$ cat config.mk
export PLATFORM = sky130hd
export DESIGN_NAME = layer_compositor
export DESIGN_NICKNAME = d
export VERILOG_FILES = /design/src/rtl/compositor_pkg.sv /design/src/rtl/layer_addr_gen.sv /design/src/rtl/layer_compositor.sv
export SDC_FILE = /design/constraint.sdc
export NUM_CORES = 1
export LEC_CHECK = 0
export CAP_MARGIN = 15
export CORE_ASPECT_RATIO = 0.7
export CORE_MARGIN = 1
export CORE_UTILIZATION = 47
export DETAILED_ROUTE_END_ITERATION = 12
export PLACE_DENSITY = 0.86
export SYNTH_ARGS = -nofsm -noshare
export SYNTH_HDL_FRONTEND = slang
export SYNTH_SLANG_ARGS = --single-unit
$ cat constraint.sdc
create_clock -name clk -period 5.3 [get_ports clk]
set_input_delay 0.53 -clock clk [delete_from_list [all_inputs] [get_ports clk]]
set_output_delay 0.53 -clock clk [all_outputs]
set_load 0.02 [all_outputs]
$ cat src/rtl/compositor_pkg.sv
// Shared widths, default colour constants and the per-layer field slice helper
// for the layer compositor.
package compositor_pkg;

  localparam int PIX_W    = 16;
  localparam int TEX_W    = 16;
  localparam int COLOUR_W = 24;

  localparam logic [COLOUR_W-1:0] KEY_COLOUR_DEF = 24'hFF0096;
  localparam logic [COLOUR_W-1:0] BG_COLOUR_DEF  = 24'h70C5CE;
  localparam logic [COLOUR_W-1:0] DIM_MASK_DEF   = 24'h3F3F3F;

  // Low bit of field idx inside a flat vector of equally sized fields.
  function automatic int field_lo(input int idx, input int width);
    return idx * width;
  endfunction

endpackage

$ cat src/rtl/layer_addr_gen.sv
// One sprite layer: hit test, integer-scaled texel addressing and a wrapping
// horizontal scroll offset, with the S1 pipeline registers.
module layer_addr_gen
  import compositor_pkg::*;
#(
  parameter int SCALE_LOG2  = 1,
  parameter int WRAP_X      = 640,
  parameter int SCROLL_STEP = 1
) (
  input  logic             clk,
  input  logic             rst,
  input  logic [PIX_W-1:0] x,
  input  logic [PIX_W-1:0] y,
  input  logic [PIX_W-1:0] org_x,
  input  logic [PIX_W-1:0] org_y,
  input  logic [TEX_W-1:0] w,
  input  logic [TEX_W-1:0] h,
  input  logic             en,
  input  logic             scroll_en,
  input  logic             scroll_tick,
  output logic [TEX_W-1:0] row,
  output logic [TEX_W-1:0] col,
  output logic             hit
);

  localparam int SPAN_W = PIX_W + SCALE_LOG2;
  localparam logic [PIX_W:0] WRAP = (PIX_W+1)'(WRAP_X);
  localparam logic [PIX_W:0] STEP = (PIX_W+1)'(SCROLL_STEP);

  logic [PIX_W-1:0]  dx, dy, ofs, src_x, ofs_next;
  logic [SPAN_W-1:0] w_span, h_span;
  logic [PIX_W:0]    sum, sum_wrapped, ofs_sum;
  logic              hit_now;

  // Spans are widened so that a large size shifted by the scale cannot overflow.
  assign dx      = x - org_x;
  assign dy      = y - org_y;
  assign w_span  = SPAN_W'(w) << SCALE_LOG2;
  assign h_span  = SPAN_W'(h) << SCALE_LOG2;
  assign hit_now = en && (SPAN_W'(dx) < w_span) && (SPAN_W'(dy) < h_span);

  assign sum         = {1'b0, dx} + {1'b0, ofs};
  assign sum_wrapped = (sum >= WRAP) ? sum - WRAP : sum;
  assign src_x       = scroll_en ? PIX_W'(sum_wrapped) : dx;

  assign ofs_sum  = {1'b0, ofs} + STEP;
  assign ofs_next = PIX_W'((ofs_sum >= WRAP) ? ofs_sum - WRAP : ofs_sum);

  always_ff @(posedge clk) begin
    if (!rst) begin
      row <= '0;
      col <= '0;
      hit <= 1'b0;
      ofs <= '0;
    end else begin
      row <= TEX_W'(dy >> SCALE_LOG2);
      col <= TEX_W'(src_x >> SCALE_LOG2);
      hit <= hit_now;
      if (scroll_tick && scroll_en) ofs <= ofs_next;
    end
  end

endmodule

$ cat src/rtl/layer_compositor.sv
// N-layer sprite compositor: per-layer address generators feed the ROMs, then a
// fixed-priority colour-key resolver with dimming produces RGB three clocks later.
module layer_compositor
  import compositor_pkg::*;
#(
  parameter int                  NUM_LAYERS  = 4,
  parameter int                  SCALE_LOG2  = 1,
  parameter int                  WRAP_X      = 640,
  parameter int                  SCROLL_STEP = 1,
  parameter logic [COLOUR_W-1:0] KEY_COLOUR  = KEY_COLOUR_DEF,
  parameter logic [COLOUR_W-1:0] BG_COLOUR   = BG_COLOUR_DEF,
  parameter logic [COLOUR_W-1:0] DIM_MASK    = DIM_MASK_DEF
) (
  input  logic                           clk,
  input  logic                           rst,
  input  logic                           display_on,
  input  logic [PIX_W-1:0]               X,
  input  logic [PIX_W-1:0]               Y,
  input  logic [NUM_LAYERS-1:0]          layer_en,
  input  logic [NUM_LAYERS-1:0]          scroll_en,
  input  logic                           scroll_tick,
  input  logic [NUM_LAYERS:0]            dim_mask,
  input  logic [PIX_W*NUM_LAYERS-1:0]    layer_x,
  input  logic [PIX_W*NUM_LAYERS-1:0]    layer_y,
  input  logic [TEX_W*NUM_LAYERS-1:0]    layer_w,
  input  logic [TEX_W*NUM_LAYERS-1:0]    layer_h,
  output logic [TEX_W*NUM_LAYERS-1:0]    rom_row,
  output logic [TEX_W*NUM_LAYERS-1:0]    rom_col,
  input  logic [COLOUR_W*NUM_LAYERS-1:0] rom_colour,
  output logic [COLOUR_W-1:0]            RGB,
  output logic                           rgb_valid
);

  localparam int N = NUM_LAYERS;

  logic [N-1:0]          hit_s1, hit_s2;
  logic [N:0]            dim_s1, dim_s2;
  logic                  disp_s1, disp_s2;
  logic [COLOUR_W-1:0]   win_colour;
  logic                  win_dim, found;

  for (genvar i = 0; i < N; i++) begin : g_layer
    localparam int PLO = field_lo(i, PIX_W);
    localparam int TLO = field_lo(i, TEX_W);
    layer_addr_gen #(
      .SCALE_LOG2 (SCALE_LOG2),
      .WRAP_X     (WRAP_X),
      .SCROLL_STEP(SCROLL_STEP)
    ) u_gen (
      .clk        (clk),
      .rst        (rst),
      .x          (X),
      .y          (Y),
      .org_x      (layer_x[PLO +: PIX_W]),
      .org_y      (layer_y[PLO +: PIX_W]),
      .w          (layer_w[TLO +: TEX_W]),
      .h          (layer_h[TLO +: TEX_W]),
      .en         (layer_en[i]),
      .scroll_en  (scroll_en[i]),
      .scroll_tick(scroll_tick),
      .row        (rom_row[TLO +: TEX_W]),
      .col        (rom_col[TLO +: TEX_W]),
      .hit        (hit_s1[i])
    );
  end

  // Lowest-index opaque hit wins; the background carries its own dim flag in bit N.
  always_comb begin
    win_colour = BG_COLOUR;
    win_dim    = dim_s2[N];
    found      = 1'b0;
    for (int i = 0; i < N; i++) begin
      if (!found && hit_s2[i] &&
          rom_colour[field_lo(i, COLOUR_W) +: COLOUR_W] != KEY_COLOUR) begin
        win_colour = rom_colour[field_lo(i, COLOUR_W) +: COLOUR_W];
        win_dim    = dim_s2[i];
        found      = 1'b1;
      end
    end
  end

  always_ff @(posedge clk) begin
    if (!rst) begin
      disp_s1   <= 1'b0;
      dim_s1    <= '0;
      hit_s2    <= '0;
      disp_s2   <= 1'b0;
      dim_s2    <= '0;
      RGB       <= '0;
      rgb_valid <= 1'b0;
    end else begin
      disp_s1   <= display_on;
      dim_s1    <= dim_mask;
      hit_s2    <= hit_s1;
      disp_s2   <= disp_s1;
      dim_s2    <= dim_s1;
      rgb_valid <= disp_s2;
      if (!disp_s2)     RGB <= '0;
      else if (win_dim) RGB <= win_colour & DIM_MASK;
      else              RGB <= win_colour;
    end
  end

endmodule
[Word level (Yosys, flattened, before mapping)]
Index checks and enable logic that the tools add are counted.
Storage, ports and cells
  register bits after elaboration: 237
  input bits: 401
  output and inout bits: 153
  word-level logic and storage cells: 125
Operators by class
  add/sub/neg operators: 24
  magnitude comparators: 16
  equality and inequality tests: 4
  mux-type cells: 23
  bitwise gates (word level): 2
  reduce and logical (&&, ||, !) cells: 24
Operators with widths (number)
  16-bit two-way mux: 12
  17-bit by 10-bit greater-or-equal comparator with 1-bit output, second input constant: 8
  16-bit by 17-bit < comparator with 1-bit output: 8
  16-bit by 10-bit subtractor with 16-bit output, second input constant: 8
  16-bit subtractor: 8
  24-bit two-way mux: 4
  24-bit inequality test, second input constant: 4
  16-bit by 1-bit adder with 17-bit output, second input constant: 4
  16-bit by 16-bit adder with 17-bit output: 4
  1-bit logical AND: 19
  1-bit two-way mux: 7
  1-bit logical NOT: 3
  3-bit OR reduction: 1
  1-bit NOT: 2
  2-bit AND reduction: 1

[Depth between registers and ports, before layout]
  word-level depth: 16
  gate-level depth with buffers: 24

[Cells and area by module]
A second synthesis with hierarchy kept.
Unflattened totals
  cells, all modules: 3041
  area total of the unflattened synthesis: 23831.6 um2
Modules (own cells, without submodules)
  layer_addr_gen at g_layer[0].u_gen ...: instances 2, cells each 710, area each 5446.5 um2
  layer_addr_gen at g_layer[3].u_gen: instances 1, cells each 703, area each 5552.8 um2
  layer_addr_gen at g_layer[1].u_gen: instances 1, cells each 703, area each 5430.2 um2
  layer_compositor: instances 1, cells each 215, area each 1955.6 um2

[Worst setup path before layout]
OpenSTA, ideal clock, no wires.
  path type: input -> register
  start: input port X[0]
  end: register g_layer[3].u_gen.col[7]
  setup time: 0.086 ns
  arrival: 4.983 ns
  setup slack: 0.232 ns
  stages on the path: 22
  path buffers: 1
  cell sequence: inv_1 > ha_1 > inv_1 > fa_1 > a21o_1 > a21oi_1 > o21bai_1 > a31o_2 > a21oi_1 > xnor2_1 > ha_1 > a21o_1 > a21o_1 > a21oi_1 > a31o_1 > o22ai_1 > or4_1 > a211oi_2 > and3_1 > buf_4 > mux2_1 > a211oi_1
On the way
  longest elaborated chain between the ends: 5
  elaborated cells between the ends (all ways): 6
RTL lines
  start: declaration: RTL line layer_compositor.sv:17  | input logic [PIX_W-1:0] X,
  16-bit subtractor (*): RTL line layer_addr_gen.sv:36  | assign dx = x - org_x;
  16-bit by 16-bit adder with 17-bit output: RTL line layer_addr_gen.sv:42  | assign sum = {1'b0, dx} + {1'b0, ofs};
  16-bit by 10-bit subtractor with 16-bit output or 17-bit by 10-bit greater-or-equal comparator with 1-bit output (tied branches): RTL line layer_addr_gen.sv:43  | assign sum_wrapped = (sum >= WRAP) ? sum - WRAP : sum;
  16-bit two-way mux: RTL line layer_addr_gen.sv:43
  16-bit two-way mux (*): RTL line layer_addr_gen.sv:44  | assign src_x = scroll_en ? PIX_W'(sum_wrapped) : dx;
  end signal: assignment: RTL line layer_addr_gen.sv:57  | col <= TEX_W'(src_x >> SCALE_LOG2);
  end: declaration: RTL line layer_addr_gen.sv:22  | output logic [TEX_W-1:0] col,
Every way passes the cells marked *; elsewhere a longest branch is shown, timed or not.
A chain may end at the register's enable or synchronous reset.

[Worst setup path after layout]
Same ends and word-level chain as after synthesis.

==> qor.csv <==
stage;metric;value;unit
placed_design;gp_congestion;1.00;
global_route;antenna_found_initial;8;
die;fp.dieW;263;µm
setup_path;crit_family;compound AO/OA/AOI/OAI gates;
placed_design;place_area;29900;µm²
timing;fin_crit_sh;95.6;%
global_route;grt_max_degree;76;
synth;yosys_warnings;0;
placed_design;pre_cts_slack;-0.338;ns
synth;async_flop_share;0;%
power;p_comb_share;60.9;%
die;die_area;48600;µm²
final_layout;post-route-util;66.2;%
routing;wl_per_cell;20.2;µm
routing;ant_nets;0;
clock_tree;hold_buffers;0;
setup_path;startpoint_type;primary input;
timing;whs;0.432;ns
setup_path;cp-endpoint;g_layer[3].u_gen.col[7]$_SDFF_PN0_;
setup_path;reg2regPathDepth;14;
timing;rsz0062_at_grt;false;
die;num_io_pins;554;
setup_path;cp.arrival;5.56;ns
timing;drv_slew;0;
routing;drc;0;
synth;ys.flop_type;dfxtp_1;
min_path;hp-class;register to register;
setup_path;cp.depth;22;
setup_path;cp_max_fo;3;
synth;synth_most_common_cell;ha_1;
setup_path;cp.required;5.79;ns
setup_path;critPathSlowestCell;or4_1;
job;drv_cap;0;
setup_path;timing.rr.end;g_layer[2].u_gen.ofs[10]$_SDFFE_PN0P_;
power;pwr-share-seq;20.9;%
setup_path;cp_cell_sequence;clkdlybuf4s50_1 > inv_1 > ha_1 > inv_1 > fa_1 > a21o_1 > a21oi_1 > o21bai_1 > a31o_2 > a21oi_1 > xnor2_1 > ha_1 > a21o_1 > a21o_1 > a21oi_1 > a31o_1 > o22ai_1 > or4_1 > a211oi_2 > and3_1 > mux2_1 > a211oi_2;
power;p_leak;14.0;nW
clock_tree;htree_levels;1;
timing;setup_violations;0;
power;switchingPower;4.68;mW
setup_path;crit_start;X[0];
power;power.share.clock;18.2;%
die;core-area;46700;µm²
synth;ys_seq_elements;229;
clock_tree;cts_tree;built;
die;initial_core_util;48.0;%
setup_path;slowest_delay;0.56;ns
final_layout;fin_nets;4285;
synth;ys_types;107;
global_route;grt_pass1_vias;22500;
timing;hold_viol_final;0;
clock_tree;clk_pin_slew;0.07;ns
synth;ys_seq_area_share;20.4;%
synth;synth_commonest_cells;ha_1, inv_1, nor2_1;
routing;vias_per_cell;5.74;
clock_tree;numCtsBuffers;27;
final_layout;area_growth;38.0;%
routing;drt-total-wl;85.1;mm
die;rows;66;
timing;fmax;197;MHz
clock_tree;clk_latency;0.58;ns
global_route;track_usage;33.3;%
routing;drt-initial-drc-count;2232;
clock_tree;clock_sinks;229;
global_route;overflow;0;
clock_tree;cts_root_buf;clkbuf_16;
synth;synth_top_area_cell;dfxtp_1;
timing;skew;0.0303;ns
timing;finalWorstSetupSlack;0.233;ns
timing;min_period;5.07;ns
die;die_h;185;µm
setup_path;end_kind;register;
final_layout;instances_no_fill;4209;
power;p_per_area;360;nW/µm²
synth;syn_inst;2852;
final_layout;drive_above_1_share;9.57;%
global_route;grt_pass1_wl;127;mm
clock_tree;clockBufferDepth;3;
final_layout;stdcell_area;30900;µm²
routing;num_vias;24200;
power;p_int;6.45;mW
timing;worstMarginPinSlew;0.808;ns
outcome;status;finished clean;
setup_path;r2r-start;g_layer[2].u_gen.ofs[1]$_SDFFE_PN0P_;
synth;synthTopCellsByArea;dfxtp_1, ha_1, xnor2_1, inv_1, nor2_1;
placed_design;dpl.cell_count;4146;
placed_design;hpwlAfterDp;70.3;mm
power;vdd_ir_drop_max;325;µV
routing;drt_pass1_iterations;8;
timing;slew_headroom;46.0;%
setup_path;path_buf_inv;3;
synth;synth_edf_count;0;
synth;avgSynthCellArea;7.86;µm²
setup_path;critPathKind;primary input to register;
synth;synth_top_area_share;20.4;%
power;switching_share;42.0;%
placed_design;port_buffers;545;
synth;syn_area;22400;µm²
setup_path;ff2ff_setup_slack;1.15;ns
-- cell type report --
cell class,count,area (µm²)
multi-input combinational,2244,16400
fill,3844,15800
antenna,12,30.0
clock inverter,17,216
clock buffer,33,728
timing repair buffer,767,7130
tap,612,766
inverter,295,1110
sequential,229,4580
-- registers in the layout, summed over array words and instances (netlist names) --
| register | cells |
|---|---|
| RGB | 24 |
| g_layer.u_gen.ofs | 64 |
| g_layer.u_gen.row | 60 |
| dim_s1 | 5 |
| g_layer.u_gen.hit | 4 |
| disp_s2 | 1 |
| dim_s2 | 5 |
| disp_s1 | 1 |
| rgb_valid | 1 |
| hit_s2 | 4 |
| g_layer.u_gen.col | 60 |
-- power by group through the flow --
stage          logic, mW  registers (mW)  clock network [mW]
6_report            6.78            2.32                2.03
5_1_grt             7.38            2.36                2.14
4_1_cts             6.66            2.31                2.06
3_5_place_dp        6.61            2.35                   0
3_3_place_gp        6.48            2.35                   0
2_1_floorplan       3.99            2.45                   0
-- worst min-delay path by stage --
stage | startpoint | to | slack [ns] | cells past startpoint
after CTS | g_layer[1].u_gen.hit$_SDFF_PN0_ | hit_s2[1]$_SDFF_PN0_ | 0.43 | 1
after floorplan | dim_s1[0]$_SDFF_PN0_ | dim_s2[0]$_SDFF_PN0_ | 0.41 | 1
after detailed placement | g_layer[1].u_gen.hit$_SDFF_PN0_ | hit_s2[1]$_SDFF_PN0_ | 0.42 | 1
after global routing | dim_s1[1]$_SDFF_PN0_ | dim_s2[1]$_SDFF_PN0_ | 0.45 | 1
final | g_layer[1].u_gen.hit$_SDFF_PN0_ | hit_s2[1]$_SDFF_PN0_ | 0.43 | 1
after global placement | disp_s1$_SDFF_PN0_ | disp_s2$_SDFF_PN0_ | 0.42 | 1
-- timing repair --
| action | 4_1_cts | 5_1_grt |
|---|---|---|
| gates resized for setup | 0 | 6 |
| endpoints found under the setup margin | 0 | 4 |
| buffers inserted | 0 | 1 |
-- per-stage QoR --
step / TNS (ns) / total power, mW
after floorplan: 0 / 6.44
after global placement: -1.05 / 8.82
after detailed placement: -3.91 / 8.96
after CTS: 0 / 11.0
after global routing: 0 / 11.9
final: 0 / 11.1
-- layer usage --
layer	vias to the layer above	global-route usage [%]	share of wire [%]
met5	-	0	0
met4	0	16.0	5.8
met3	246	6.19	8.2
met2	1120	51.5	43
met1	11200	44.5	43
li1	11600	-	-
-- worst register-to-register path, stage by stage, from the launching register on --
cell and delay, ns:
dfxtp_1 0.56, ha_1 0.43, nand3_1 0.33, nor2_1 0.20, xnor2_1 0.20, ha_1 0.33, inv_1 0.07, a211o_1 0.26
a22oi_1 0.22, nand3_1 0.20, nor2_1 0.50, nor3_1 0.13, o32ai_1 0.36, xnor2_1 0.16, nor2_1 0.06
-- layout by cell type, fill, tap and decap left out, drive strengths merged, types with 39 or more instances in the layout --
cell type,count
a211oi,40
o21ai,122
and2,97
o21a,48
nor2,259
xnor2,158
buf,223
or3,39
nor3,89
xor2,79
inv,297
a21oi,191
dfxtp,229
clkdlybuf4s50,544
nand2,160
a21o,80
ha,308
nand3,55
-- cell families after synthesis --
| group | share of synthesized area (%) |
|---|---|
| multiplexers | 1.86 |
| AND/OR/NAND/NOR | 21.2 |
| AO/OA/AOI/OAI | 22.1 |
| flip-flops | 20.4 |
| other | 0.0167 |
| XOR/XNOR | 9.36 |
| adder cells (fa/ha/maj) | 18.3 |
| buffers and inverters | 6.75 |
Note: power is estimated with default switching activity, not from simulation.
